File: src/rtl/dataflow_ctrl_pkg.sv
// Shared types and helpers for the dataflow region start/ready/done sequencer.
// Imported by the sequencer top and its watchdog.
package dataflow_ctrl_pkg;

  typedef enum logic [1:0] {
    IDLE  = 2'd0,
    RUN   = 2'd1,
    STALL = 2'd2
  } state_t;

  localparam int WD_W_DEF        = 16;
  localparam int STALL_LIMIT_DEF = 1000;
  localparam int MAX_PROC        = 32;

  function automatic logic all_set(
    input logic [MAX_PROC-1:0] vec,
    input int                  n
  );
    logic r;
    r = 1'b1;
    for (int i = 0; i < MAX_PROC; i++) begin
      if (i < n) r = r & vec[i];
    end
    return r;
  endfunction

endpackage

File: src/rtl/dataflow_start_ctrl_watchdog.sv
// Stall watchdog: no-progress counter, trip compare and origin capture.
// The origin vector names processes started but never readied.
module dataflow_watchdog
  import dataflow_ctrl_pkg::*;
#(
  parameter int NUM_PROC    = 2,
  parameter int WD_W        = WD_W_DEF,
  parameter int STALL_LIMIT = STALL_LIMIT_DEF
) (
  input  logic                clock,
  input  logic                reset,
  input  logic                run,
  input  logic                hold,
  input  logic                clr,
  input  logic                stall_clr,
  input  logic                progress,
  input  logic [NUM_PROC-1:0] rdy_seen,
  input  logic [NUM_PROC-1:0] rdy_ev,
  output logic                trip,
  output logic                stall_flag,
  output logic [NUM_PROC-1:0] stall_origin
);

  localparam logic [WD_W-1:0] LIMIT  = WD_W'(STALL_LIMIT - 1);
  localparam logic [WD_W-1:0] WD_MAX = '1;

  logic [WD_W-1:0] wd_cnt;

  assign trip = run & ~progress & (wd_cnt == LIMIT);

  // No-progress counter: zero in IDLE, saturating while running.
  always_ff @(posedge clock or posedge reset) begin
    if (reset) begin
      wd_cnt <= '0;
    end else if (hold | clr) begin
      wd_cnt <= '0;
    end else if (run) begin
      if (progress)
        wd_cnt <= '0;
      else if (wd_cnt != WD_MAX)
        wd_cnt <= wd_cnt + 1'b1;
    end
  end

  // Sticky trip flag and snapshot of the unreadied processes.
  always_ff @(posedge clock or posedge reset) begin
    if (reset) begin
      stall_flag   <= 1'b0;
      stall_origin <= '0;
    end else if (trip) begin
      stall_flag   <= 1'b1;
      stall_origin <= ~rdy_seen & ~rdy_ev;
    end else if (stall_clr) begin
      stall_flag   <= 1'b0;
      stall_origin <= '0;
    end
  end

endmodule

File: src/rtl/dataflow_start_ctrl.sv
// Start/ready/done sequencer for a task-level dataflow region.
// Fans ap_start out per process and joins ready/done back.
module dataflow_start_ctrl
  import dataflow_ctrl_pkg::*;
#(
  parameter int NUM_PROC    = 2,
  parameter int WD_W        = WD_W_DEF,
  parameter int STALL_LIMIT = STALL_LIMIT_DEF
) (
  input  logic                clock,
  input  logic                reset,
  input  logic                ap_start,
  output logic                ap_ready,
  output logic                ap_done,
  output logic                ap_idle,
  output logic [NUM_PROC-1:0] proc_start,
  input  logic [NUM_PROC-1:0] proc_ready,
  input  logic [NUM_PROC-1:0] proc_done,
  input  logic [NUM_PROC-1:0] proc_idle,
  output logic [NUM_PROC-1:0] proc_ready_seen,
  input  logic                stall_clr,
  output logic                stall_flag,
  output logic [NUM_PROC-1:0] stall_origin
);

  state_t              state;
  state_t              state_nxt;
  logic [NUM_PROC-1:0] rdy_seen;
  logic [NUM_PROC-1:0] done_seen;
  logic [NUM_PROC-1:0] rdy_ev;
  logic                progress;
  logic                trip;
  logic                st_clr;

  assign proc_start = {NUM_PROC{ap_start & ~stall_flag}} & ~rdy_seen;
  assign rdy_ev     = proc_start & proc_ready;

  assign ap_ready = ~reset & ap_start
                  & all_set(MAX_PROC'(rdy_seen | rdy_ev), NUM_PROC);
  assign ap_done  = ~reset
                  & all_set(MAX_PROC'(done_seen | proc_done), NUM_PROC);
  assign ap_idle  = all_set(MAX_PROC'(proc_idle), NUM_PROC);

  assign proc_ready_seen = rdy_seen;

  assign progress = (|rdy_ev) | (|proc_done) | (ap_idle & ~ap_start);
  assign st_clr   = stall_clr & (state == STALL);

  // Ready/done join bits; a clear wins over a same-cycle set.
  always_ff @(posedge clock or posedge reset) begin
    if (reset) begin
      rdy_seen  <= '0;
      done_seen <= '0;
    end else begin
      if (ap_ready | st_clr)
        rdy_seen <= '0;
      else
        rdy_seen <= rdy_seen | rdy_ev;
      if (ap_done | st_clr)
        done_seen <= '0;
      else
        done_seen <= done_seen | proc_done;
    end
  end

  // Sequencer state register.
  always_ff @(posedge clock or posedge reset) begin
    if (reset) state <= IDLE;
    else       state <= state_nxt;
  end

  // Next-state: run on start, leave on a clean done or a stall.
  always_comb begin
    state_nxt = state;
    unique case (state)
      IDLE: begin
        if (ap_start) state_nxt = RUN;
      end
      RUN: begin
        if (trip)
          state_nxt = STALL;
        else if (ap_done & ~ap_start & ~(|rdy_seen))
          state_nxt = IDLE;
      end
      STALL: begin
        if (stall_clr) state_nxt = IDLE;
      end
      default: state_nxt = IDLE;
    endcase
  end

  dataflow_watchdog #(
    .NUM_PROC    (NUM_PROC),
    .WD_W        (WD_W),
    .STALL_LIMIT (STALL_LIMIT)
  ) u_wd (
    .clock        (clock),
    .reset        (reset),
    .run          (state == RUN),
    .hold         (state == IDLE),
    .clr          (st_clr),
    .stall_clr    (stall_clr),
    .progress     (progress),
    .rdy_seen     (rdy_seen),
    .rdy_ev       (rdy_ev),
    .trip         (trip),
    .stall_flag   (stall_flag),
    .stall_origin (stall_origin)
  );

endmodule

File: config.mk
export PLATFORM = sky130hd
export DESIGN_NAME = dataflow_start_ctrl
export DESIGN_NICKNAME = d
export VERILOG_FILES = /design/src/rtl/dataflow_ctrl_pkg.sv /design/src/rtl/dataflow_start_ctrl_watchdog.sv /design/src/rtl/dataflow_start_ctrl.sv
export SDC_FILE = /design/constraint.sdc
export NUM_CORES = 1
export LEC_CHECK = 0
export CAP_MARGIN = 20
export CORE_MARGIN = 3
export CORE_UTILIZATION = 45
export DETAILED_ROUTE_END_ITERATION = 10
export GPL_ROUTABILITY_DRIVEN = 0
export PLACE_DENSITY = 0.79
export SLEW_MARGIN = 20
export SYNTH_ARGS = -nofsm -noshare
export SYNTH_HDL_FRONTEND = slang
export SYNTH_SLANG_ARGS = --single-unit
File: constraint.sdc
create_clock -name clock -period 2.6 [get_ports clock]
set_input_delay 0.65 -clock clock [delete_from_list [all_inputs] [get_ports clock]]
set_output_delay 0.65 -clock clock [all_outputs]
set_load 0.02 [all_outputs]
==> summary.txt, run 1 <==
GRT
  – Vias in the first global route: 1,390
  – Largest net degree at the start of global routing: 26
  – Global-route wire length before repair: 6.46 mm
  – Initial antenna violation count: 0
  – GRT Util Overall: 19.5%
  – GRT overflow: 0

CTS
  – Sink Count: 25
  – Num CTS Buffers: 3
  – Post-CTS Hold Fix Bufs: 0
  – Clock Tree Buf Depth: 2
  – CTS tree: done
  – Clock transition at path regs: 130 ps
  – Worst skew pair latency: 340 ps
  – CTS root buf: clkbuf_4
  – H-tree lvl count: 1

Layout
  – Nets: 214
  – Filler cells: 270
  – Area growth syn-to-layout: 22.9%
  – Ant diodes: 0
  – Share of cells above drive strength 1: 15.3%
  – Post-layout util: 59.8%
  – Final instance area: 1870 um^2

Placed design
  – Port buffer count: 19
  – Post-DP HPWL: 2.76 mm
  – Post-place instance area: 1830 um^2

Setup path
  – Startpoint Class: input pin
  – R2R Setup Slk: 380 ps
  – Type of element capturing the critical path: primary output
  – Crit path buf inv count: 3
  – CP dominant cell by count: clkdlybuf4s50_1
  – Slowest cell on the critical path: clkdlybuf4s50_1
  – CP Cell Sequence: clkdlybuf4s50_1, nand2_1, inv_1, clkdlybuf4s50_1
  – Biggest cell delay along the critical path: 600 ps
  – CP top delay family: buffers and inverters
  – Crit path DAT: 1850 ps
  – Critical Path RT: 1950 ps
  – Crit Path Max Fanout: 3
  – Critical path type: in2out

Synth
  – Post-synth net total: 183
  – Post-synthesis compound-gate area fraction: 23.1%
  – Seq cells post-synth: 25
  – Synth Cell Area: 1520 um^2
  – Synth Area in Simple Gates: 27.3%
  – Top cell type's share of synthesized area: 41.1%
  – Area contributors post-synth: dfrtp_1, a31oi_1, nand2_1
  – Adder-Cell Fraction of Synth Area: 0.822%
  – Distinct cells, synth: 41
  – Xor/xnor share of the synthesized area: 0%
  – Syn Area/Cell: 8.85 um^2
  – Largest family of logic cells by synthesized area: simple AND/OR/NAND/NOR gates
  – Most area-hungry cell type in the Yosys netlist: dfrtp_1
  – Yosys warnings: 0
  – Mux share of post-synthesis cell area: 2.05%
  – Gate Count Post-Synth: 172
  – Register area share after synthesis: 41.1%

Timing
  – Final hold viol count: 0
  – Slew headroom: 63.1%
  – Final min period: 2500 ps
  – Clock skew: 19.1 ps
  – Max Freq: 0.399 GHz
  – Slew @ Worst Pin: 539 ps
  – Slew Limit Fails: 0
  – RSZ-0062 raised after global routing: no
  – Fin crit share: 96.3%
  – Final setup fails: 0

Power
  – Pwr dens: 451 nW/um^2
  – P_leak: 0.000803 uW
  – Max VDD drop: 278 uV

Route
  – Starting DRT DRC Count: 92
  – DRT antenna net count: 0
  – DR DRC count: 0
  – Drt pass-1 iters: 4
  – Routed wire length: 3.72 mm
  – WL per Instance: 15.1 um
  – Via Count: 1,500
  – Via-to-Cell Ratio: 6.10

Status
  – Status: finished, final reports clean

Min path
  – Hold Path Class: reg2reg

Floorplanning
  – Chip height: 64.2 um
  – Initial Utilization: 48.7%
  – Core area: 3130 um^2
  – Die X: 64.2 um
  – Die footprint: 4120 um^2
  – Rows: 20
  – IO Count: 20

Flow run
  – Max-cap violations: 0
-- sequential cells by signal, summed over array words and instances, names as in the netlist --
| name | count |
|---|---|
| u_wd.wd_cnt | 16 |
| u_wd.stall_origin | 2 |
| u_wd.stall_flag | 1 |
| proc_ready_seen | 2 |
| state | 2 |
| done_seen | 2 |
-- per-layer routing --
| layer | track usage (%) | vias up | routed length [um] |
|---|---|---|---|
| li1 | - | 716 | - |
| met1 | 25.9 | 715 | 1600 |
| met5 | 0 | - | 0 |
| met3 | 3.69 | 13 | 244 |
| met2 | 31.6 | 56 | 1800 |
| met4 | 6.86 | 0 | 81 |
-- cells by family after synthesis --
group	count (synthesis)
buffers and inverters	14
flip-flops	25
AND/OR/NAND/NOR	77
adder cells (fa/ha/maj)	1
AO/OA/AOI/OAI	52
multiplexers	3
-- cell usage in the layout, fill, tap and decap left out, types with 2 or more instances in the layout --
master | netlist | routed
nor2b_1 | 3 | 2
a21oi_1 | 12 | 11
nor3_1 | 3 | 3
nand2_1 | 23 | 23
o22ai_1 | 2 | 2
a41oi_1 | 5 | 5
mux2i_1 | 2 | 2
and4_1 | 3 | 3
nand2b_1 | 4 | 4
o21ai_0 | 4 | 4
or4b_1 | 2 | 2
nand3_1 | 7 | 7
clkbuf_4 | 0 | 3
clkdlybuf4s50_1 | 0 | 14
nand4_1 | 5 | 5
dlygate4sd2_1 | 0 | 2
a21oi_2 | 1 | 2
nor2_1 | 15 | 15
a41o_1 | 2 | 2
a31oi_1 | 15 | 15
nor4_1 | 4 | 4
dfrtp_1 | 25 | 25
buf_4 | 1 | 15
inv_1 | 6 | 6
a31o_2 | 4 | 4
and3_1 | 3 | 3
-- repair_timing --
item,4_1_cts,5_1_grt
setup endpoints to repair,4,2
resized for setup,10,5
buffers inserted,0,0
pin swaps,0,1
-- worst reg2reg max path, stage by stage (launching register included) --
cell and delay, ps:
dfrtp_1 460, ha_1 430, nand4_1 210, or4b_1 680, nand3_1 150, nand2_1 60
a31oi_1 170
-- synthesized netlist by cell type --
cell / n
a21boi_0: 1
nand3_1: 7
a41o_1: 2
inv_1: 6
a31oi_1: 15
a31o_2: 4
nor4b_1: 1
o21a_1: 1
nand2_1: 23
a2111oi_0: 1
a21oi_1: 12
buf_6: 2
a21o_1: 1
or4_4: 1
clkbuf_8: 1
dfrtp_1: 25
o22ai_1: 2
nor3_1: 3
o32ai_1: 1
mux2_1: 1
nor2_1: 15
buf_4: 1
mux2i_1: 2
a41oi_1: 5
nor2b_1: 3
and3_2: 1
nand2b_1: 4
and4_1: 3
nand4_1: 5
nor4_1: 4
clkbuf_2: 1
a31o_1: 1
a21oi_2: 1
nand4b_1: 1
a32oi_1: 1
o21ai_0: 4
and3_1: 3
ha_1: 1
or4b_1: 2
buf_2: 3
nor4_4: 1
-- area by class of cell --
class                           count  area [um^2]  share of cell area, %
Clock buffer                        3         22.5                   1.20
Clock inverter                      1         5.00                  0.267
Inverter                            6         22.5                   1.20
Multi-Input combinational cell    133          828                   44.3
Sequential cell                    25          626                   33.4
Tap cell                           44         55.1                   2.94
Timing Repair Buffer               34          313                   16.7
-- path summary, 6_finish.rpt --
check	cells after the start	endpoint	startpoint
max	4	ap_idle	proc_idle[0]
min	2	done_seen[1]	done_seen[1]
max reg2reg	6	u_wd.wd_cnt[13]	u_wd.wd_cnt[0]
min reg2reg	2	done_seen[1]	done_seen[1]
max in group asynchronous	4	u_wd.stall_flag	reset
min in group asynchronous	4	u_wd.wd_cnt[9]	reset
-- metrics by stage --
step | power, uW | hold WS (ps) | instances | TNS [ps] | setup slack [ps]
final | 843 | 526 | 246 | 0 | 95.4
after detailed placement | 665 | 492 | 242 | -1010 | -539
after CTS | 840 | 526 | 246 | 0 | 5.57
after global placement | 659 | 481 | 242 | -815 | -472
after floorplan | 573 | 461 | 172 | 0 | 200
after global routing | 891 | 562 | 246 | 0 | 0.841
-- power by group --
part | leakage [uW] | switching (uW) | internal [uW]
combinational | 0.000453 | 101 | 94.4
clock | 0.0000177 | 126 | 57.9
sequential | 0.000332 | 45.3 | 418
(Power assumes the default switching activity.)
==> run 2, diff against run 1 <==
- PLACE_DENSITY: 0.79 -> 0.64
==> run 2 against run 1 <==
Effect of this change:
- critical path depth rose by 1
- critical path type unchanged
- sequential cell count did not move
- largest cell class unchanged
- clock power fell by 4%
- worst hold slack worse by 4.7 ps
- clock-buffer cell count unchanged
- utilization up 0.36 points
- worst setup slack got worse by 39 ps
- cell count up 0.81%
- total power is 0.73% lower
- cell area increased by 0.60%
- non-clock buffer count is 2 higher
- wire length up 2.5%
==> summary.txt, run 2 (synthesized netlist as in run 1, its figures left out) <==
Status
  – Status: finished, final reports clean (unchanged)

Floorplanning
  – Rows: 20 (unchanged)
  – Chip height: 64.2 um (unchanged)
  – Initial Utilization: 48.7% (unchanged)
  – IO Count: 20 (unchanged)
  – Die X: 64.2 um (unchanged)
  – Core area: 3130 um^2 (unchanged)
  – Die footprint: 4120 um^2 (unchanged)

Route
  – Via Count: 1,491 (was 1,500)
  – Starting DRT DRC Count: 127 (was 92)
  – Routed wire length: 3.82 mm (was 3.72 mm)
  – Drt pass-1 iters: 4 (unchanged)
  – DR DRC count: 0 (unchanged)
  – Via-to-Cell Ratio: 6.01 (was 6.10)
  – DRT antenna net count: 0 (unchanged)
  – WL per Instance: 15.4 um (was 15.1 um)

Timing
  – Final setup fails: 0 (unchanged)
  – Clock skew: 19.5 ps (was 19.1 ps)
  – Slew @ Worst Pin: 527 ps (was 539 ps)
  – RSZ-0062 raised after global routing: yes (was no)
  – Fin crit share: 97.8% (was 96.3%)
  – Setup TNS: 0 ps (unchanged)
  – Slew Limit Fails: 0 (unchanged)
  – Max Freq: 0.393 GHz (was 0.399 GHz)
  – Slew headroom: 64.7% (was 63.1%)
  – WHS: 521 ps (was 526 ps)
  – Final hold viol count: 0 (unchanged)
  – Final min period: 2540 ps (was 2500 ps)

Placed design
  – Port buffer count: 19 (unchanged)
  – Post-place instance area: 1840 um^2 (was 1830 um^2)
  – Post-DP HPWL: 2.80 mm (was 2.76 mm)

Setup path
  – CP Cell Sequence: clkdlybuf4s50_1, nor2b_4, a21oi_2, nor4b_2, buf_4 (was clkdlybuf4s50_1, nand2_1, inv_1, clkdlybuf4s50_1)
  – CP Capture Point: ap_ready (was ap_idle)
  – Critical path type: in2out (unchanged)
  – Biggest cell delay along the critical path: 490 ps (was 600 ps)
  – Critical Path RT: 1950 ps (about the same)
  – Reg2reg path depth: 6 (unchanged)
  – R2R Setup Slk: 390 ps (was 380 ps)
  – Worst Setup SP: ap_start (was proc_idle[0])
  – Type of element capturing the critical path: primary output (unchanged)
  – Startpoint Class: input pin (unchanged)
  – R2r startpoint: u_wd.wd_cnt[1] (was u_wd.wd_cnt[0])
  – Slowest cell on the critical path: clkdlybuf4s50_1 (unchanged)
  – Crit Path Max Fanout: 2 (was 3)
  – Crit path DAT: 1890 ps (was 1850 ps)
  – Worst R2R End: u_wd.wd_cnt[13] (unchanged)

Layout
  – Share of cells above drive strength 1: 16.2% (was 15.3%)
  – Ant diodes: 0 (unchanged)
  – Final instance area: 1880 um^2 (was 1870 um^2)
  – FF+latch area: 626 um^2 (unchanged)
  – Commonest cells after routing, fill and taps aside: dfrtp_1, nand2_1, buf_4 (was dfrtp_1, nand2_1, nor2_1, a31oi_1, buf_4)
  – Multi-input combinational cell area: 828 um^2 (unchanged)
  – Nets: 216 (was 214)
  – Most common cell after layout, fill and taps aside: dfrtp_1 (unchanged)
  – Register name with the most flops: u_wd.wd_cnt (unchanged)
  – Max reg flops: 16 (unchanged)
  – Area growth syn-to-layout: 23.7% (was 22.9%)
  – Filler cells: 292 (was 270)

GRT
  – Vias in the first global route: 1,327 (was 1,390)
  – Global-route wire length before repair: 6.48 mm (was 6.46 mm)
  – GRT overflow: 0 (unchanged)
  – GRT Util Overall: 19.8% (was 19.5%)
  – Initial antenna violation count: 0 (unchanged)
  – Largest net degree at the start of global routing: 26 (unchanged)

CTS
  – CTS tree: done (unchanged)
  – Clock Tree Buf Depth: 2 (unchanged)
  – H-tree lvl count: 1 (unchanged)
  – Num CTS Buffers: 3 (unchanged)
  – CTS root buf: clkbuf_4 (unchanged)
  – Post-CTS Setup Bufs: 0 (unchanged)
  – Sink Count: 25 (unchanged)
  – Worst skew pair latency: 320 ps (was 340 ps)
  – Clock transition at path regs: 130 ps (about the same)

Flow run
  – Max-cap violations: 0 (unchanged)

Power
  – P_leak: 0.000806 uW (was 0.000803 uW)
  – Pwr dens: 445 nW/um^2 (was 451 nW/um^2)
  – Max VDD drop: 253 uV (was 278 uV)

Min path
  – Hold Path Class: reg2reg (unchanged)
-- run 2: cell types whose count changed in the layout (fill, tap and decap cells not counted), sizes merged --
cell | previous run | this run
clkdlybuf4s15 | 1 | 0
buf | 16 | 18
clkdlybuf4s50 | 14 | 15
dlygate4sd1 | 0 | 1
dlymetal6s2s | 1 | 0
-- run 2: how the worst min path moves through the flow --
stage / cells past startpoint / slack, ps / start / to
2_1_floorplan: 2 / 460 / done_seen[0] / done_seen[0]
3_3_place_gp: 2 / 480 / done_seen[0] / done_seen[0]
3_5_place_dp: 2 / 500 / done_seen[1] / done_seen[1]
4_1_cts: 2 / 530 / done_seen[1] / done_seen[1]
5_1_grt: 2 / 570 / done_seen[1] / done_seen[1]
6_report: 2 / 520 / done_seen[1] / done_seen[1]
-- run 2: timing repair --
action,in CTS,in global routing
gates resized for setup,9,6
endpoints found under the hold margin,0,0
hold buffers,0,0
pin swaps,0,1
setup endpoints to repair,4,2
-- run 2: per-layer routing --
layer	GRT usage, %	routed length (um)
met1	31.4	1840
met2	27.4	1670
met3	3.69	263
met4	4.75	38
met5	0	0
-- run 2: power by group --
part           total (uW)  internal, uW  switching (uW)
clock                 176          57.5             118
sequential            464           418            45.7
combinational         197          95.0             102
total                 837           571             266
-- run 2: layout make-up --
type                    instances  area share [%]
repair buffers                 36            17.2
well taps                      44            2.92
flip-flops and latches         25            33.2
clock buffers                   3            1.20
inverters                       6            1.20
clock inverters                 1           0.266
multi-input cells             133            44.0
-- run 2: critical path: cells and delay by family --
kind | cells | cell delay, ps
AOI/OAI and AO/OA | 1 | 80
and+or+nand+nor | 2 | 480
buffers and inverters | 2 | 690
-- run 2: per-stage QoR --
step | power [uW] | util, % | cells | setup slack (ps)
floorplan | 573 | - | 172 | 200
global placement | 662 | 59.0 | 244 | -484
detailed placement | 669 | 59.0 | 244 | -509
CTS | 843 | 59.8 | 248 | 16.3
global route | 890 | 60.2 | 248 | -43.9
finish | 837 | 60.2 | 248 | 56.3
